`src/rtl/pipe_pkg.sv`:
```
`default_nettype none
// ============================================================================
// Module : pipe_pkg
// Brief  : Shared types and constants for the pipeline hazard controller.
// Rev    : 1.0  initial release
// ============================================================================
package pipe_pkg;

    // Widest register-address field a stage tag can hold; narrower RA_W is zero-extended.
    localparam int RA_MAX      = 8;
    localparam int FWD_RF      = 0;
    localparam int ALU_RDY_DEF = 1;
    localparam int LD_RDY_DEF  = 2;

    typedef struct packed {
        logic              valid;
        logic [RA_MAX-1:0] rd;
        logic              regwrite;
        logic              load;
    } stage_tag_t;

    localparam stage_tag_t TAG_NONE = '0;

    function automatic logic tag_match(input stage_tag_t t,
                                       input logic [RA_MAX-1:0] src,
                                       input logic use_src);
        return use_src && t.valid && t.regwrite && (t.rd != '0) && (t.rd == src);
    endfunction

endpackage
`default_nettype wire

```
`src/rtl/pipe_hazard_ctrl_if.sv`:
```
`default_nettype none
// ============================================================================
// Module : pipe_hazard_ctrl_if
// Brief  : ID-stage decode inputs and hazard/forwarding outputs.
// Rev    : 1.0  initial release
// ============================================================================
interface pipe_hazard_ctrl_if #(
    parameter int RA_W  = 5,
    parameter int NPOST = 3,
    parameter int CNT_W = 32
);
    localparam int FW = (NPOST > 1) ? $clog2(NPOST) : 1;

    logic            freeze;
    logic            cnt_clr;
    logic            id_valid;
    logic            id_use_rs;
    logic            id_use_rt;
    logic            id_branch;
    logic            id_jump;
    logic            br_taken;
    logic            id_regwrite;
    logic            id_load;
    logic [RA_W-1:0] id_rs;
    logic [RA_W-1:0] id_rt;
    logic [RA_W-1:0] id_rd;

    logic             stall;
    logic             bubble_ex;
    logic             flush_ifid;
    logic [FW-1:0]    fwd_id_rs;
    logic [FW-1:0]    fwd_id_rt;
    logic [FW-1:0]    fwd_ex_rs;
    logic [FW-1:0]    fwd_ex_rt;
    logic [CNT_W-1:0] stall_cnt;
    logic [CNT_W-1:0] flush_cnt;

    modport master (
        output freeze, cnt_clr, id_valid, id_use_rs, id_use_rt, id_branch, id_jump,
               br_taken, id_regwrite, id_load, id_rs, id_rt, id_rd,
        input  stall, bubble_ex, flush_ifid, fwd_id_rs, fwd_id_rt, fwd_ex_rs, fwd_ex_rt,
               stall_cnt, flush_cnt
    );

    modport slave (
        input  freeze, cnt_clr, id_valid, id_use_rs, id_use_rt, id_branch, id_jump,
               br_taken, id_regwrite, id_load, id_rs, id_rt, id_rd,
        output stall, bubble_ex, flush_ifid, fwd_id_rs, fwd_id_rt, fwd_ex_rs, fwd_ex_rt,
               stall_cnt, flush_cnt
    );
endinterface
`default_nettype wire

```
`src/rtl/pipe_stage_tag.sv`:
```
`default_nettype none
// ============================================================================
// Module : pipe_stage_tag
// Brief  : One post-ID stage tag register with hold enable.
// Rev    : 1.0  initial release
// ============================================================================
module pipe_stage_tag
    import pipe_pkg::*;
(
    input  wire        clk,
    input  wire        rst,
    input  wire        i_en,
    input  stage_tag_t i_d,
    output stage_tag_t o_q
);

    stage_tag_t r_q;

    always_ff @(posedge clk or posedge rst) begin
        if (rst) begin
            r_q <= TAG_NONE;
        end else if (i_en) begin
            r_q <= i_d;
        end
    end

    assign o_q = r_q;

endmodule
`default_nettype wire

```
`src/rtl/pipe_hazard_ctrl.sv`:
```
`default_nettype none
// ============================================================================
// Module : pipe_hazard_ctrl
// Brief  : Stall/bubble/flush and forwarding-select control for an in-order pipe.
// Rev    : 1.0  initial release
// ============================================================================
module pipe_hazard_ctrl
    import pipe_pkg::*;
#(
    parameter int RA_W    = 5,
    parameter int NPOST   = 3,
    parameter int ALU_RDY = ALU_RDY_DEF,
    parameter int LD_RDY  = LD_RDY_DEF,
    parameter int CNT_W   = 32
)(
    input wire                clk,
    input wire                rst,
    pipe_hazard_ctrl_if.slave bus
);

    localparam int FW = (NPOST > 1) ? $clog2(NPOST) : 1;

    stage_tag_t [NPOST-1:0] w_tag_d;
    stage_tag_t [NPOST-1:0] w_tag_q;

    logic [RA_MAX-1:0] w_id_rs;
    logic [RA_MAX-1:0] w_id_rt;
    logic [RA_MAX-1:0] w_id_rd;
    logic [RA_MAX-1:0] r_ex_rs;
    logic [RA_MAX-1:0] r_ex_rt;
    logic              r_ex_use_rs;
    logic              r_ex_use_rt;

    logic          w_adv;
    logic          w_haz_rs;
    logic          w_haz_rt;
    logic          w_haz_stall;
    logic          w_stall;
    logic          w_bubble;
    logic          w_flush;
    logic [FW-1:0] w_fid_rs;
    logic [FW-1:0] w_fid_rt;
    logic [FW-1:0] w_fex_rs;
    logic [FW-1:0] w_fex_rt;

    logic [CNT_W-1:0] r_stall_cnt;
    logic [CNT_W-1:0] r_flush_cnt;

    // Youngest match decides both the hazard and the forward source; a branch
    // resolves in ID so it needs the value one cycle earlier than an EX consumer.
    function automatic logic [FW:0] scan_id(input stage_tag_t [NPOST-1:0] tags,
                                            input logic [RA_MAX-1:0] src,
                                            input logic use_src,
                                            input logic branch);
        logic          hit;
        int            k_hit;
        int            rdy;
        logic          haz;
        logic [FW-1:0] fwd;
        hit   = 1'b0;
        k_hit = 0;
        rdy   = ALU_RDY;
        for (int k = NPOST - 1; k >= 0; k--) begin
            if (tag_match(tags[k], src, use_src)) begin
                hit   = 1'b1;
                k_hit = k;
                rdy   = tags[k].load ? LD_RDY : ALU_RDY;
            end
        end
        haz = hit && (branch ? (k_hit < rdy) : (k_hit + 1 < rdy));
        fwd = (hit && (k_hit >= 1) && (k_hit >= rdy)) ? FW'(k_hit) : FW'(FWD_RF);
        return {haz, fwd};
    endfunction

    function automatic logic [FW-1:0] scan_ex(input stage_tag_t [NPOST-1:0] tags,
                                              input logic [RA_MAX-1:0] src,
                                              input logic use_src);
        logic [FW-1:0] fwd;
        fwd = FW'(FWD_RF);
        for (int k = NPOST - 1; k >= 1; k--) begin
            if (tag_match(tags[k], src, use_src)) begin
                fwd = FW'(k);
            end
        end
        return fwd;
    endfunction

    always_comb begin
        w_id_rs = '0;
        w_id_rt = '0;
        w_id_rd = '0;
        w_id_rs[RA_W-1:0] = bus.id_rs;
        w_id_rt[RA_W-1:0] = bus.id_rt;
        w_id_rd[RA_W-1:0] = bus.id_rd;
    end

    always_comb begin
        {w_haz_rs, w_fid_rs} = scan_id(w_tag_q, w_id_rs, bus.id_use_rs, bus.id_branch);
        {w_haz_rt, w_fid_rt} = scan_id(w_tag_q, w_id_rt, bus.id_use_rt, bus.id_branch);
        w_fex_rs = scan_ex(w_tag_q, r_ex_rs, r_ex_use_rs);
        w_fex_rt = scan_ex(w_tag_q, r_ex_rt, r_ex_use_rt);
    end

    // Reset gating keeps freeze/decode inputs from leaking onto the outputs while rst is high.
    assign w_adv       = !bus.freeze;
    assign w_haz_stall = bus.id_valid && (w_haz_rs || w_haz_rt);
    assign w_stall     = !rst && (bus.freeze || w_haz_stall);
    assign w_bubble    = !rst && !bus.freeze && w_haz_stall;
    assign w_flush     = !rst && bus.id_valid && !w_stall &&
                         (bus.id_jump || (bus.id_branch && bus.br_taken));

    always_comb begin
        w_tag_d = '0;
        if (!w_bubble) begin
            w_tag_d[0].valid    = bus.id_valid;
            w_tag_d[0].rd       = w_id_rd;
            w_tag_d[0].regwrite = bus.id_regwrite;
            w_tag_d[0].load     = bus.id_load;
        end
        for (int k = 1; k < NPOST; k++) begin
            w_tag_d[k] = w_tag_q[k-1];
        end
    end

    for (genvar k = 0; k < NPOST; k++) begin : g_stage
        pipe_stage_tag u_tag (
            .clk  (clk),
            .rst  (rst),
            .i_en (w_adv),
            .i_d  (w_tag_d[k]),
            .o_q  (w_tag_q[k])
        );
    end

    always_ff @(posedge clk or posedge rst) begin
        if (rst) begin
            r_ex_rs     <= '0;
            r_ex_rt     <= '0;
            r_ex_use_rs <= 1'b0;
            r_ex_use_rt <= 1'b0;
        end else if (w_adv) begin
            r_ex_rs     <= w_id_rs;
            r_ex_rt     <= w_id_rt;
            r_ex_use_rs <= bus.id_valid && !w_bubble && bus.id_use_rs;
            r_ex_use_rt <= bus.id_valid && !w_bubble && bus.id_use_rt;
        end
    end

    always_ff @(posedge clk or posedge rst) begin
        if (rst) begin
            r_stall_cnt <= '0;
            r_flush_cnt <= '0;
        end else if (bus.cnt_clr) begin
            r_stall_cnt <= '0;
            r_flush_cnt <= '0;
        end else begin
            if (w_bubble && (r_stall_cnt != '1)) begin
                r_stall_cnt <= r_stall_cnt + 1'b1;
            end
            if (w_flush && (r_flush_cnt != '1)) begin
                r_flush_cnt <= r_flush_cnt + 1'b1;
            end
        end
    end

    assign bus.stall      = w_stall;
    assign bus.bubble_ex  = w_bubble;
    assign bus.flush_ifid = w_flush;
    assign bus.fwd_id_rs  = w_fid_rs;
    assign bus.fwd_id_rt  = w_fid_rt;
    assign bus.fwd_ex_rs  = w_fex_rs;
    assign bus.fwd_ex_rt  = w_fex_rt;
    assign bus.stall_cnt  = r_stall_cnt;
    assign bus.flush_cnt  = r_flush_cnt;

endmodule
`default_nettype wire
```
`src/flat_wrapper.sv`:
```
// flat-port wrapper written by rule: the top's interface ports become plain ports
module pipe_hazard_ctrl_flat import pipe_pkg::*;
#(
    parameter int RA_W    = 5,
    parameter int NPOST   = 3,
    parameter int ALU_RDY = ALU_RDY_DEF,
    parameter int LD_RDY  = LD_RDY_DEF,
    parameter int CNT_W   = 32
)
  (clk, rst, bus_freeze, bus_cnt_clr, bus_id_valid, bus_id_use_rs, bus_id_use_rt, bus_id_branch, bus_id_jump, bus_br_taken, bus_id_regwrite, bus_id_load, bus_id_rs, bus_id_rt, bus_id_rd, bus_stall, bus_bubble_ex, bus_flush_ifid, bus_fwd_id_rs, bus_fwd_id_rt, bus_fwd_ex_rs, bus_fwd_ex_rt, bus_stall_cnt, bus_flush_cnt);
  pipe_hazard_ctrl_if #(.RA_W(RA_W), .NPOST(NPOST), .CNT_W(CNT_W)) bus_i ();
  input wire clk;
  input wire rst;
  input wire logic [$bits(bus_i.freeze)-1:0] bus_freeze;
  input wire logic [$bits(bus_i.cnt_clr)-1:0] bus_cnt_clr;
  input wire logic [$bits(bus_i.id_valid)-1:0] bus_id_valid;
  input wire logic [$bits(bus_i.id_use_rs)-1:0] bus_id_use_rs;
  input wire logic [$bits(bus_i.id_use_rt)-1:0] bus_id_use_rt;
  input wire logic [$bits(bus_i.id_branch)-1:0] bus_id_branch;
  input wire logic [$bits(bus_i.id_jump)-1:0] bus_id_jump;
  input wire logic [$bits(bus_i.br_taken)-1:0] bus_br_taken;
  input wire logic [$bits(bus_i.id_regwrite)-1:0] bus_id_regwrite;
  input wire logic [$bits(bus_i.id_load)-1:0] bus_id_load;
  input wire logic [$bits(bus_i.id_rs)-1:0] bus_id_rs;
  input wire logic [$bits(bus_i.id_rt)-1:0] bus_id_rt;
  input wire logic [$bits(bus_i.id_rd)-1:0] bus_id_rd;
  output wire logic [$bits(bus_i.stall)-1:0] bus_stall;
  output wire logic [$bits(bus_i.bubble_ex)-1:0] bus_bubble_ex;
  output wire logic [$bits(bus_i.flush_ifid)-1:0] bus_flush_ifid;
  output wire logic [$bits(bus_i.fwd_id_rs)-1:0] bus_fwd_id_rs;
  output wire logic [$bits(bus_i.fwd_id_rt)-1:0] bus_fwd_id_rt;
  output wire logic [$bits(bus_i.fwd_ex_rs)-1:0] bus_fwd_ex_rs;
  output wire logic [$bits(bus_i.fwd_ex_rt)-1:0] bus_fwd_ex_rt;
  output wire logic [$bits(bus_i.stall_cnt)-1:0] bus_stall_cnt;
  output wire logic [$bits(bus_i.flush_cnt)-1:0] bus_flush_cnt;
  assign bus_i.freeze = bus_freeze;
  assign bus_i.cnt_clr = bus_cnt_clr;
  assign bus_i.id_valid = bus_id_valid;
  assign bus_i.id_use_rs = bus_id_use_rs;
  assign bus_i.id_use_rt = bus_id_use_rt;
  assign bus_i.id_branch = bus_id_branch;
  assign bus_i.id_jump = bus_id_jump;
  assign bus_i.br_taken = bus_br_taken;
  assign bus_i.id_regwrite = bus_id_regwrite;
  assign bus_i.id_load = bus_id_load;
  assign bus_i.id_rs = bus_id_rs;
  assign bus_i.id_rt = bus_id_rt;
  assign bus_i.id_rd = bus_id_rd;
  assign bus_stall = bus_i.stall;
  assign bus_bubble_ex = bus_i.bubble_ex;
  assign bus_flush_ifid = bus_i.flush_ifid;
  assign bus_fwd_id_rs = bus_i.fwd_id_rs;
  assign bus_fwd_id_rt = bus_i.fwd_id_rt;
  assign bus_fwd_ex_rs = bus_i.fwd_ex_rs;
  assign bus_fwd_ex_rt = bus_i.fwd_ex_rt;
  assign bus_stall_cnt = bus_i.stall_cnt;
  assign bus_flush_cnt = bus_i.flush_cnt;
  pipe_hazard_ctrl #(.RA_W(RA_W), .NPOST(NPOST), .ALU_RDY(ALU_RDY), .LD_RDY(LD_RDY), .CNT_W(CNT_W)) u_core (.clk(clk), .rst(rst), .bus(bus_i));
endmodule
```
`config.mk`:
```
export PLATFORM = sky130hd
export DESIGN_NAME = pipe_hazard_ctrl_flat
export DESIGN_NICKNAME = d
export VERILOG_FILES = /design/src/rtl/pipe_pkg.sv /design/src/rtl/pipe_hazard_ctrl_if.sv /design/src/rtl/pipe_stage_tag.sv /design/src/rtl/pipe_hazard_ctrl.sv /design/src/flat_wrapper.sv
export SDC_FILE = /design/constraint.sdc
export NUM_CORES = 1
export LEC_CHECK = 0
export CORE_ASPECT_RATIO = 2
export CORE_MARGIN = 1.5
export CORE_UTILIZATION = 46
export CTS_BUF_LIST = sky130_fd_sc_hd__clkbuf_16
export CTS_CLUSTER_SIZE = 24
export DETAILED_ROUTE_END_ITERATION = 12
export GPL_TIMING_DRIVEN = 0
export PLACE_DENSITY_LB_ADDON = 0.12
export SLEW_MARGIN = 20
export SYNTH_ARGS = -nofsm -noshare
export SYNTH_HDL_FRONTEND = slang
export SYNTH_SLANG_ARGS = --single-unit
export TNS_END_PERCENT = 50
```
`constraint.sdc`:
```
create_clock -name clk -period 6.9 [get_ports clk]
set_clock_uncertainty 0.05 [all_clocks]
set_input_delay 1.38 -clock clk [delete_from_list [all_inputs] [get_ports clk]]
set_output_delay 1.38 -clock clk [all_outputs]
set_load 0.02 [all_outputs]
```
* After elaboration in Yosys (flattened, before gate mapping)
Index checks and enable logic that the tools add are counted.
** Storage, ports and cells
- Bits in latches :: 0
- Output and inout port bits :: 75
- Memories :: 0
- ROM bits :: 0
- Input bits :: 27
- Register bits after elaboration :: 109
- Memory bits (writable) :: 0
** Cells by class
- Div/mod/pow operators :: 0
- Shift-type cells :: 0
- Reductions and logical operators :: 71
- $mul :: 0
- Order comparisons :: 8
- Muxes and demuxes :: 34
- Equal/unequal tests :: 12
- Add/subtract/negate cells :: 4
- Bitwise logic cells :: 0
** Operators with widths (number)
- $mux 32 :: 10
- $eq 8x5->1 :: 10
- $add 32x1->32 const B :: 2
- $ge 3x32->1 :: 2
- $lt 3x32->1 :: 2
- $lt 32x32->1 :: 2
- $ne 32x32->1 const B :: 2
- $logic_and 1x1->1 :: 59
- $mux 2 :: 15
- $reduce_bool 8->1 :: 3
- $mux 11 :: 1
- $mux 1 :: 8
- $add 2x1->3 const B :: 2
- $ge 2x1->1 const B :: 2
- $logic_not 1->1 :: 4
- $reduce_bool 2->1 :: 2
- $logic_or 1x1->1 :: 3

* Depth between registers and ports, before layout
Gate-level depths: netlist of run 1.
- Depth in word-level cells :: 21
- Mapped depth :: 18
- Depth with buffers taken out :: 15

* Modules after synthesis
From an unflattened synthesis of run 1, not the netlist that was laid out.
** Unflattened totals
- Cell total of the unflattened synthesis :: 648
- Area total of the unflattened synthesis :: 6414.9 um2
** By module, submodules not included
- pipe_hazard_ctrl :: cells an instance 576, times used 1, sequential area each 1901.8 um2, area an instance 5059.9 um2
- pipe_stage_tag :: cells an instance 24, times used 3, sequential area each 275.3 um2, area an instance 451.7 um2

* Worst setup path after synthesis of run 1
OpenSTA, ideal clock, no wires.
- Kind :: input to output
- Start :: input bus_id_rt[0]
- End :: output bus_flush_ifid
- Setup slack :: 855 ps
- Buffers on the path :: 2
- Cell stages on the path :: 14
- Arrival time :: 4615 ps
- Cells stage by stage :: xnor2_1 > nand4_1 > nor3_1 > mux2i_1 > inv_1 > fa_1 > or2_2 > a32oi_1 > inv_1 > o31ai_4 > nand2_4 > buf_6 > clkbuf_1 > nor3_1
** On the way
- Longest elaborated chain between the ends :: 16
- Elaborated cells on any way between the ends :: 27
- Those cells by class :: add/sub: 1; order compare: 2; eq/ne: 3; mux: 10; reduce/logical: 11
** Ends and longest elaborated chain
- from (decl) :: RTL line flat_wrapper.sv:25 : input wire logic [$bits(bus_i.id_rt)-1:0] bus_id_rt;
- $eq 8x5->1 :: RTL line pipe_pkg.sv:27 : return use_src && t.valid && t.regwrite && (t.rd != '0) && (t.rd == src);
- $logic_and 1x1->1 :: RTL line pipe_pkg.sv:27
- $mux 2 (3 in series) :: RTL line pipe_hazard_ctrl.sv:64 : if (tag_match(tags[k], src, use_src)) begin
- $add 2x1->3 :: RTL line pipe_hazard_ctrl.sv:70 : haz = hit && (branch ? (k_hit < rdy) : (k_hit + 1 < rdy));
- $lt 32x32->1 :: RTL line pipe_hazard_ctrl.sv:70
- $mux 1 :: RTL line pipe_hazard_ctrl.sv:70
- $logic_and 1x1->1 * :: RTL line pipe_hazard_ctrl.sv:70
- $logic_or 1x1->1 * :: RTL line pipe_hazard_ctrl.sv:106 : assign w_haz_stall = bus.id_valid && (w_haz_rs || w_haz_rt);
- $logic_and 1x1->1 * :: RTL line pipe_hazard_ctrl.sv:106
- $logic_or 1x1->1 * :: RTL line pipe_hazard_ctrl.sv:107 : assign w_stall = !rst && (bus.freeze || w_haz_stall);
- $logic_and 1x1->1 * :: RTL line pipe_hazard_ctrl.sv:107
- $logic_not 1->1 * :: RTL line pipe_hazard_ctrl.sv:109 : assign w_flush = !rst && bus.id_valid && !w_stall &&
- $logic_and 1x1->1 * (2 in series) :: RTL line pipe_hazard_ctrl.sv:109
- to (decl) :: RTL line flat_wrapper.sv:29 : output wire logic [$bits(bus_i.flush_ifid)-1:0] bus_flush_ifid;
Every way passes the cells marked *; elsewhere a longest branch is shown, timed or not.

* Worst setup path after layout of run 1
- Start :: input bus_id_rt[3]
- End :: output bus_stall
** On the way
- Longest elaborated chain between the ends :: 13
- Elaborated cells on any way between the ends :: 24
- Those cells by class :: add/sub: 1; order compare: 2; eq/ne: 3; mux: 10; reduce/logical: 8
** Ends and longest elaborated chain
- $eq 8x5->1 :: RTL line pipe_pkg.sv:27
- $logic_and 1x1->1 :: RTL line pipe_pkg.sv:27
- $mux 2 (3 in series) :: RTL line pipe_hazard_ctrl.sv:64
- $add 2x1->3 :: RTL line pipe_hazard_ctrl.sv:70
- $lt 32x32->1 :: RTL line pipe_hazard_ctrl.sv:70
- $mux 1 :: RTL line pipe_hazard_ctrl.sv:70
- $logic_and 1x1->1 * :: RTL line pipe_hazard_ctrl.sv:70
- $logic_or 1x1->1 * :: RTL line pipe_hazard_ctrl.sv:106
- $logic_and 1x1->1 * :: RTL line pipe_hazard_ctrl.sv:106
- $logic_or 1x1->1 * :: RTL line pipe_hazard_ctrl.sv:107
- $logic_and 1x1->1 * :: RTL line pipe_hazard_ctrl.sv:107
- to (decl) :: RTL line flat_wrapper.sv:27 : output wire logic [$bits(bus_i.stall)-1:0] bus_stall;
Marks and branches as above.

==> flow_summary.json, run 1 <==
{
  "status": "finished clean",
  "num_rows": 60,
  "fmax_ghz": 0.146,
  "fillers": 1186,
  "setup_viol": 0,
  "syn_to_final_growth_pct": 25.6,
  "grt_pass1_wl_um": 29000,
  "final_area_mm2": 0.00795,
  "yosysWarnings": 0,
  "wl_per_cell_um": 18.8,
  "syn-instance-count": 685,
  "synth_most_common_cell": "dfrtp_1",
  "yosysTopAreaCellShare_pct": 39.5,
  "grt_max_degree": 58,
  "synth_cell_type_count": 50,
  "maxSlewViolCount": 0,
  "grt.overflow.total": 0,
  "clkLatencyLatePin_ns": 0.35,
  "setup_ws_ns": 0.0503,
  "regArea_mm2": 0.00250,
  "ir_worst_vdd_uv": 136,
  "clk_pin_slew_ns": 0.07,
  "place_congestion": 0.888,
  "synthArstFlopShare_pct": 100,
  "coreArea_mm2": 0.0134,
  "synth-seq-area-share_pct": 39.5,
  "yosys-top-cells-count": "100 x dfrtp_1, 58 x nor2_1, 55 x nand2_1, 48 x mux2_2, 42 x xnor2_1",
  "fin_tns_setup_ns": 0,
  "root_buffer": "clkbuf_16",
  "yosys.area.top_type": "dfrtp_1",
  "cts-buffers-inserted": 9,
  "path_class": "in2out",
  "cp.required_ns": 5.47,
  "dieArea_mm2": 0.0145,
  "rsz0062_at_grt": "true",
  "critPathCaptureType": "output pin",
  "power_mw": 1.40,
  "final_core_util_pct": 59.2,
  "synth_area_leaders": "dfrtp_1 40%, mux2_2 8.5%, xnor2_1 5.8%",
  "drt_iter0_drc": 343,
  "hold_viol": 0,
  "drt_wl_total_um": 18000,
  "drv_cap": 0,
  "dpl.hpwl_um": 13700,
  "vias_per_cell": 5.96,
  "synth_edf_count": 0,
  "place_ws_ns": -0.659,
  "detail_route.drc_violations": 0,
  "antenna_found_initial": 0,
  "grt_pass1_vias": 5788,
  "placed_area_mm2": 0.00757,
  "cp.arrival_ns": 5.42,
  "gr-usage-all-layers_pct": 25.4,
  "slew_headroom_pct": 27.0,
  "p_per_area_mw_per_mm2": 176,
  "io_buffers": 101,
  "finalCritPeriodShare_pct": 99.3,
  "multi_input_area_mm2": 0.00362,
  "period_needed_ns": 6.85,
  "p_leak_nw": 3.14,
  "worstSetupStartpointType": "primary input",
  "synth-seq-cells": 100,
  "hold_path_class": "reg2reg",
  "chipWidth_um": 86.0,
  "postCtsHoldBufs": 0,
  "htreeDepth": 3,
  "clockBufferDepth": 2,
  "postRouteAntennaNets": 0,
  "dpl.cell_count": 942,
  "worst_slew_pin_slew_ns": 1.08,
  "fin_cells": 958,
  "cts_tree": "done",
  "vias": 5705,
  "clkSinkCount": 100,
  "syn_area_per_cell_um2": 9.24,
  "antennaDiodeCount": 0,
  "start_util_pct": 47.1,
  "fp.dieH_um": 169,
  "fin_hold_ws_ns": 0.487,
  "synth_nets": 728,
  "drive_gt1_share_pct": 13.1,
  "first_pass_iters": 5,
  "synth_ff_type": "dfrtp_1",
  "final_nets": 842,
  "syn_area_mm2": 0.00633,
  "ios": 102,
  "worst-path-max-fanout": 19
}
==> flip-flops by register name, indices dropped and copies added (netlist names) <==
register,cells
u_core.bus.flush_cnt,32
u_core.bus.stall_cnt,32
u_core.g_stage.u_tag.o_q,24
u_core.r_ex_rs,5
u_core.r_ex_rt,5
u_core.r_ex_use_rs,1
u_core.r_ex_use_rt,1
==> cells by family (layout without fill, tap and decap cells) <==
kind of cell,after synthesis,after routing,synth area share [%]
adder cells (fa/ha/maj),16,16,3.40
flip-flops,100,100,39.5
buffers and inverters,60,178,4.03
AO/OA/AOI/OAI,90,90,9.42
multiplexers,57,57,10.0
XOR/XNOR,53,53,7.33
AND/OR/NAND/NOR,309,309,26.3
==> power breakdown <==
part	total [mW]	leakage, nW	internal [mW]	switching, mW
clock	0.550	0.159	0.318	0.232
combinational	0.212	1.65	0.0943	0.118
sequential	0.636	1.33	0.611	0.0242
==> final timing paths <==
kind | start | end | slack, ns | cells past startpoint
setup / recovery | bus_id_rt[3] | bus_stall | 0.05 | 16
hold / removal | u_core.g_stage[2].u_tag.o_q[0] | u_core.g_stage[2].u_tag.o_q[0] | 0.49 | 2
setup reg to reg | u_core.g_stage[1].u_tag.o_q[2] | u_core.bus.stall_cnt[15] | 2.16 | 17
hold reg to reg | u_core.g_stage[2].u_tag.o_q[0] | u_core.g_stage[2].u_tag.o_q[0] | 0.49 | 2
max in group asynchronous | rst | u_core.bus.flush_cnt[15] | 4.75 | 3
min in group asynchronous | rst | u_core.r_ex_rs[0] | 1.43 | 2
==> cell type report <==
cell class | count | share of cell area (%)
plain buffers | 38 | 2.22
clock buffers | 9 | 2.83
clock inverters | 6 | 1.12
inverters | 20 | 1.01
multi-input cells | 525 | 45.5
flip-flops and latches | 100 | 31.5
well taps | 155 | 2.44
repair buffers | 105 | 13.5
==> timing repair <==
| action | in CTS | in global routing |
|---|---|---|
| setup buffers | 2 | 1 |
| resized for setup | 8 | 10 |
| endpoints found under the setup margin | 3 | 3 |
| pin swaps | 2 | 2 |
==> per-layer routing <==
metal  up-vias  share of wire, %  track usage [%]
met1      2789                36             26.8
li1       2666                 -                -
met2       202                56             48.8
met3        48               3.9             2.73
met4         0               3.5             11.9
met5         -                 0                0
==> placed cells by master (no fill, tap or decap), types with 3 or more instances in the layout <==
cell and count:
dfrtp_1 100, nor3_1 23, dlymetal6s2s_1 4, mux2_2 48, a21oi_1 30, nor3_4 5, mux2_1 4, o31a_1 3
buf_2 12, nand2_1 55, nand4_1 31, o31ai_1 17, xor2_1 11, clkdlybuf4s50_1 96, or2_2 6, nor4_1 18
mux2i_1 4, buf_4 3, o21ai_0 25, nand3_1 22, nor2b_1 30, inv_1 20, clkbuf_16 9, nor2_1 58
ha_1 14, and3_1 3, nand2b_1 12, or4_1 24, clkbuf_1 22, or3_1 11, xnor2_1 42
==> critical path, cell delays in order <==
cell	delay (ns)
clkdlybuf4s50_1	0.60
xnor2_1	0.16
nand4_1	0.17
nor3_4	0.38
mux2i_2	0.31
inv_1	0.09
fa_1	0.44
or2_2	0.28
a32oi_1	0.25
inv_1	0.12
o31ai_4	0.10
nand2_4	0.15
buf_6	0.20
a21oi_1	0.19
nor2_1	0.06
clkdlybuf4s50_1	0.54
Note: power is estimated with default switching activity, not from simulation.
==> inputs of run 2 (changes only) <==
- GPL_ROUTABILITY_DRIVEN: unset -> 1
- REMOVE_ABC_BUFFERS: unset -> 1
- SLEW_MARGIN: 20 -> 0
==> flow_summary.json, run 2 (synthesis gave the netlist of run 1 again) <==
{
  "wl_per_cell_um": 18.2,
  "critPathCaptureType": "output pin",
  "start_util_pct": 47.1,
  "grt_max_degree": 98,
  "rsz0062_at_grt": "true",
  "detail_route.drc_violations": 0,
  "num_rows": 60,
  "io_buffers": 101,
  "cp.depth": 17,
  "grt_pass1_vias": 5511,
  "hold_viol": 0,
  "fin_hold_ws_ns": 0.476,
  "crit_family": "buffers and inverters",
  "chipWidth_um": 86.0,
  "finalCritPeriodShare_pct": 97.5,
  "dpl.hpwl_um": 11900,
  "drive_gt1_share_pct": 13.4,
  "layout_commonest_cell": "dfrtp_1",
  "gr-usage-all-layers_pct": 23.9,
  "drv_cap": 0,
  "worst-path-max-fanout": 19,
  "grt_pass1_wl_um": 27400,
  "place_congestion": 0.932,
  "setup_viol": 0,
  "htreeDepth": 3,
  "multi_input_area_mm2": 0.00364,
  "syn_to_final_growth_pct": 23.8,
  "crit_slowest_cell": "clkdlybuf4s50_1",
  "status": "finished clean",
  "fmax_ghz": 0.149,
  "postRouteAntennaNets": 0,
  "antennaDiodeCount": 0,
  "path_class": "in2out",
  "p_per_area_mw_per_mm2": 168,
  "crit_chain": "clkdlybuf4s50_1 > xnor2_1 > nand4_1 > nor3_2 > nand2_1 > o21ai_0 > mux2i_1 > inv_1 > fa_1 > nor2_1 > nor4_1 > a21o_1 > o31ai_4 > nand2_8 > a21oi_1 > nor2_1 > clkdlybuf4s50_1",
  "drt_wl_total_um": 17000,
  "fillers": 1227,
  "period_needed_ns": 6.72,
  "antenna_found_initial": 0,
  "worstSetupStartpointType": "primary input",
  "clk_pin_slew_ns": 0.07,
  "cts-buffers-inserted": 9,
  "coreArea_mm2": 0.0134,
  "cts_tree": "done",
  "drt_iter0_drc": 258,
  "clockBufferDepth": 2,
  "min_path_cells": 2,
  "dieArea_mm2": 0.0145,
  "ios": 102,
  "clkSinkCount": 100,
  "regArea_mm2": 0.00250,
  "ir_worst_vdd_uv": 132,
  "root_buffer": "clkbuf_16",
  "final_nets": 813,
  "first_pass_iters": 4,
  "vias_per_cell": 5.90,
  "grt.overflow.total": 0,
  "cp.arrival_ns": 5.29,
  "vias": 5488,
  "rr_worst_depth": 16,
  "cp.required_ns": 5.47,
  "power_mw": 1.32,
  "final_cell_mix": "100 x dfrtp_1, 93 x clkdlybuf4s50_1, 57 x nor2_1",
  "fp.dieH_um": 169,
  "maxSlewViolCount": 0,
  "clkLatencyLatePin_ns": 0.35,
  "worst-path-buf-inv": 3,
  "hold_path_class": "reg2reg",
  "p_leak_nw": 3.11,
  "cpPeakStageDelay_ns": 0.65,
  "worst_slew_pin_slew_ns": 1.22,
  "slew_headroom_pct": 17.6
}
## run 2: changes by cell type in the layout (fill, tap and decap cells not counted), sizes merged
cell | previous run | this run
clkbuf | 32 | 9
buf | 19 | 14
clkdlybuf4s50 | 96 | 93
bufinv | 2 | 0
clkinvlp | 0 | 2
clkdlybuf4s15 | 1 | 0
clkinv | 1 | 2
dlygate4sd2 | 0 | 1
dlymetal6s2s | 4 | 5
nand2 | 56 | 57
## run 2: repair_timing
item,CTS,global route
resized for setup,10,6
setup buffers,4,6
endpoints found under the hold margin,0,0
pin swaps,5,3
hold buffers,0,0
cloned,0,1
endpoints found under the setup margin,3,3
## run 2: tightest hold or removal path, stage by stage (launching register included)
cell and delay [ns]:
dfrtp_1 0.37, nand2_1 0.06, o21ai_0 0.06
## run 2: final cells by class
| class | instances | area share (%) |
|---|---|---|
| clock buffer | 9 | 2.87 |
| clock inverter | 7 | 0.670 |
| inverter | 20 | 0.989 |
| multi-input combinational | 526 | 46.5 |
| sequential | 100 | 31.9 |
| tap | 155 | 2.47 |
| timing repair buffer | 113 | 14.6 |
## run 2: where the power goes
| part | internal (mW) | switching, mW | total (mW) |
|---|---|---|---|
| Clock | 0.247 | 0.235 | 0.483 |
| Combinational | 0.0860 | 0.0853 | 0.171 |
| Sequential | 0.611 | 0.0507 | 0.662 |
| Total | 0.945 | 0.371 | 1.32 |
## run 2: routing by layer
metal | track usage (%) | vias up | part of all wire, %
met2 | 44.8 | 158 | 57
met3 | 3.36 | 37 | 3.5
met4 | 10.7 | 0 | 3.0
li1 | - | 2612 | -
met1 | 25.9 | 2681 | 37
met5 | 0 | - | 0
## run 2: per-stage QoR
step / instance area [um^2] / TNS [ns] / std cells / setup WS (ns) / util (%)
after floorplan: 6150 / 0 / 645 / 1.05 / -
after global placement: 7360 / -1.49 / 901 / -0.622 / 54.7
after detailed placement: 7410 / -1.78 / 903 / -0.741 / 55.1
after CTS: 7770 / -0.0267 / 923 / -0.0267 / 57.8
after global routing: 7840 / -0.0972 / 930 / -0.0972 / 58.4
final: 7840 / 0 / 930 / 0.176 / 58.4
## run 2: final timing paths
| kind | start | endpoint | slack, ns |
|---|---|---|---|
| min in group asynchronous | rst | u_core.bus.flush_cnt[7] | 1.52 |
| worst min-delay path | u_core.g_stage[2].u_tag.o_q[0] | u_core.g_stage[2].u_tag.o_q[0] | 0.48 |
| worst max register to register | u_core.g_stage[1].u_tag.o_q[2] | u_core.bus.stall_cnt[15] | 2.08 |
| max in group asynchronous | rst | u_core.bus.stall_cnt[19] | 4.60 |
| worst min register to register | u_core.g_stage[2].u_tag.o_q[0] | u_core.g_stage[2].u_tag.o_q[0] | 0.48 |
| worst max-delay path | bus_id_rs[1] | bus_stall | 0.18 |
==> inputs of run 3 (changes only) <==
- ABC_AREA: unset -> 1
- CORE_UTILIZATION: 46 -> 40
- clock period: 6.9 -> 6.3 ns (I/O delays scaled with it)
==> flow_summary.json, run 3 <==
{
  "fin_hold_ws_ns": 0.439,
  "cp.required_ns": 4.99,
  "multi_input_area_mm2": 0.00404,
  "ios": 102,
  "maxSlewViolCount": 0,
  "drv_cap": 0,
  "gr-usage-all-layers_pct": 24.1,
  "wl_per_cell_um": 16.4,
  "drt_wl_total_um": 21600,
  "place_congestion": 0.949,
  "hold_path_class": "reg2reg",
  "hold_viol": 0,
  "yosysTopAreaCellShare_pct": 35.5,
  "crit_top_cell": "inv_1",
  "syn_area_per_cell_um2": 6.83,
  "detail_route.drc_violations": 0,
  "vias_per_cell": 5.10,
  "first_pass_iters": 4,
  "cpPeakStageDelay_ns": 0.55,
  "clk_pin_slew_ns": 0.07,
  "r2r_start": "u_core.g_stage[1].u_tag.o_q[2]",
  "io_buffers": 101,
  "antenna_found_initial": 0,
  "cp.arrival_ns": 4.83,
  "final_core_util_pct": 49.0,
  "worst-path-max-fanout": 9,
  "switching_share_pct": 30.4,
  "chipWidth_um": 96.9,
  "grt.overflow.total": 0,
  "yosys-top-cells-count": "335 x nand2_1, 154 x nor2_1, 100 x dfrtp_1, 90 x inv_1, 64 x nand3_1",
  "yosysWarnings": 0,
  "drive_gt1_share_pct": 3.69,
  "worstSetupStartpointType": "primary input",
  "power_frac_clock_pct": 35.9,
  "grt_pass1_vias": 6715,
  "yosys.area.top_type": "dfrtp_1",
  "synth_area_leaders": "dfrtp_1 35%, nand2_1 18%, nor2_1 8.2%",
  "final_nets": 1151,
  "syn_area_mm2": 0.00705,
  "synth_cell_type_count": 36,
  "antennaDiodeCount": 0,
  "seqPwrFrac_pct": 48.9,
  "status": "finished clean",
  "regArea_mm2": 0.00250,
  "synth_ff_type": "dfrtp_1",
  "vias": 6740,
  "slew_headroom_pct": 41.1,
  "p_comb_share_pct": 15.2,
  "num_rows": 68,
  "clkSinkCount": 100,
  "p_per_area_mw_per_mm2": 171,
  "finalCritPeriodShare_pct": 97.4,
  "fp.dieH_um": 191,
  "grt_max_degree": 56,
  "crit_chain": "clkdlybuf4s50_1 > inv_1 > nand2_1 > nand3_1 > nor2_1 > nand2_1 > inv_1 > nor3_4 > nand2_1 > inv_1 > nor2_1 > inv_1 > fa_1 > nor2_1 > o31ai_1 > o21ai_0 > inv_1 > nand2_1 > nand2_2 > nand3_4 > inv_2 > dlygate4sd2_1",
  "ir_worst_vdd_uv": 115,
  "worst_slew_pin_slew_ns": 0.883,
  "cp-startpoint": "bus_id_rt[4]",
  "dpl.hpwl_um": 16400,
  "crit_slowest_cell": "clkdlybuf4s50_1",
  "clkLatencyLatePin_ns": 0.35,
  "start_util_pct": 40.8,
  "fillers": 1810,
  "synth-seq-cells": 100,
  "layout_commonest_cell": "nand2_1",
  "fin_tns_setup_ns": 0,
  "power.switching_uw": 442,
  "hold_start": "u_core.g_stage[2].u_tag.o_q[10]",
  "p_int_mw": 1.01,
  "clockBufferDepth": 2,
  "coreArea_mm2": 0.0173,
  "synth_edf_count": 0,
  "period_needed_ns": 6.14,
  "cts-buffers-inserted": 9,
  "grt_pass1_wl_um": 35100,
  "setup_viol": 0,
  "root_buffer": "clkbuf_16",
  "htreeDepth": 3,
  "synth-seq-area-share_pct": 35.5,
  "rsz0062_at_grt": "true",
  "path_class": "in2out",
  "final_cell_mix": "335 x nand2_1, 152 x nor2_1, 100 x dfrtp_1",
  "synthArstFlopShare_pct": 100,
  "syn_to_final_growth_pct": 20.1,
  "postRouteAntennaNets": 0,
  "p_leak_nw": 3.74,
  "synth_most_common_cell": "nand2_1",
  "cts_tree": "done",
  "syn-instance-count": 1032,
  "critPathCaptureType": "output pin",
  "dieArea_mm2": 0.0185,
  "fmax_ghz": 0.163,
  "drt_iter0_drc": 346
}
==> run 3: cell count changes in the layout (fill, tap and decap cells not counted), moves of 30 or more <==
cell and change:
nand2_1 +280, mux2_2 -48, nor2_1 +95, inv_1 +68
nand3_1 +42, nor2b_1 -30
==> run 3: repair_timing <==
action / 4_1_cts / 5_1_grt
cloned: 0 / 0
endpoints found under the hold margin: 0 / 0
gates resized for setup: 8 / 2
endpoints found under the setup margin: 3 / 3
setup buffers: 0 / 0
hold buffers: 0 / 0
==> run 3: final timing paths <==
check	endpoint	cells after the start	slack [ns]
worst max-delay path	bus_bubble_ex	22	0.16
worst min-delay path	u_core.g_stage[2].u_tag.o_q[10]	2	0.44
worst max register to register	u_core.bus.flush_cnt[25]	22	1.96
worst min register to register	u_core.g_stage[2].u_tag.o_q[10]	2	0.44
max in group asynchronous	u_core.bus.stall_cnt[19]	3	4.11
min in group asynchronous	u_core.bus.flush_cnt[29]	2	1.36
==> run 3: cells by family (layout without fill, tap and decap cells) <==
group	Yosys count	after routing	share of synthesized area, %
xor+xnor	89	89	11.1
flops	100	100	35.5
compound gates	55	55	4.10
fa+ha+maj	16	16	3.05
simple gates	642	642	38.7
buf+inv	130	210	7.61
==> run 3: cell type report <==
cell class / count / area share (%)
timing repair buffer: 103 / 12.4
clock buffer: 9 / 2.66
inverter: 92 / 4.14
tap: 210 / 3.10
multi-input combinational: 802 / 47.7
clock inverter: 6 / 0.399
sequential: 100 / 29.5
==> run 3: per-layer routing <==
layer	part of all wire [%]	vias up	GRT usage, %
li1	-	3405	-
met5	0	-	0
met3	3.2	51	2.64
met4	4.9	0	13.6
met1	37	3140	25.2
met2	55	144	46.0
==> run 3: through the flow <==
step           cell area (um^2)  std cells  setup slack (ns)  power (mW)
3_3_place_gp               8140       1305             -2.13       0.939
5_1_grt                    8470       1322           -0.0659        1.52
3_5_place_dp               8180       1307            -0.463       0.942
4_1_cts                    8470       1322            0.0491        1.47
2_1_floorplan              6860        994             0.677       0.840
6_report                   8470       1322             0.163        1.45
==> run 3: worst max-delay path, delay by kind of cell <==
| family | cells | cell delay [ns] |
|---|---|---|
| AOI/OAI and AO/OA | 2 | 0.31 |
| adders and majority gates | 1 | 0.48 |
| buffers and inverters | 8 | 1.53 |
| and+or+nand+nor | 11 | 1.20 |
==> run 3: power by group through the flow <==
stage | registers, mW | logic [mW] | clock network [mW]
floorplan | 0.713 | 0.127 | 0
global placement | 0.721 | 0.218 | 0
detailed placement | 0.721 | 0.221 | 0
CTS | 0.709 | 0.224 | 0.536
global route | 0.714 | 0.245 | 0.561
finish | 0.709 | 0.221 | 0.522
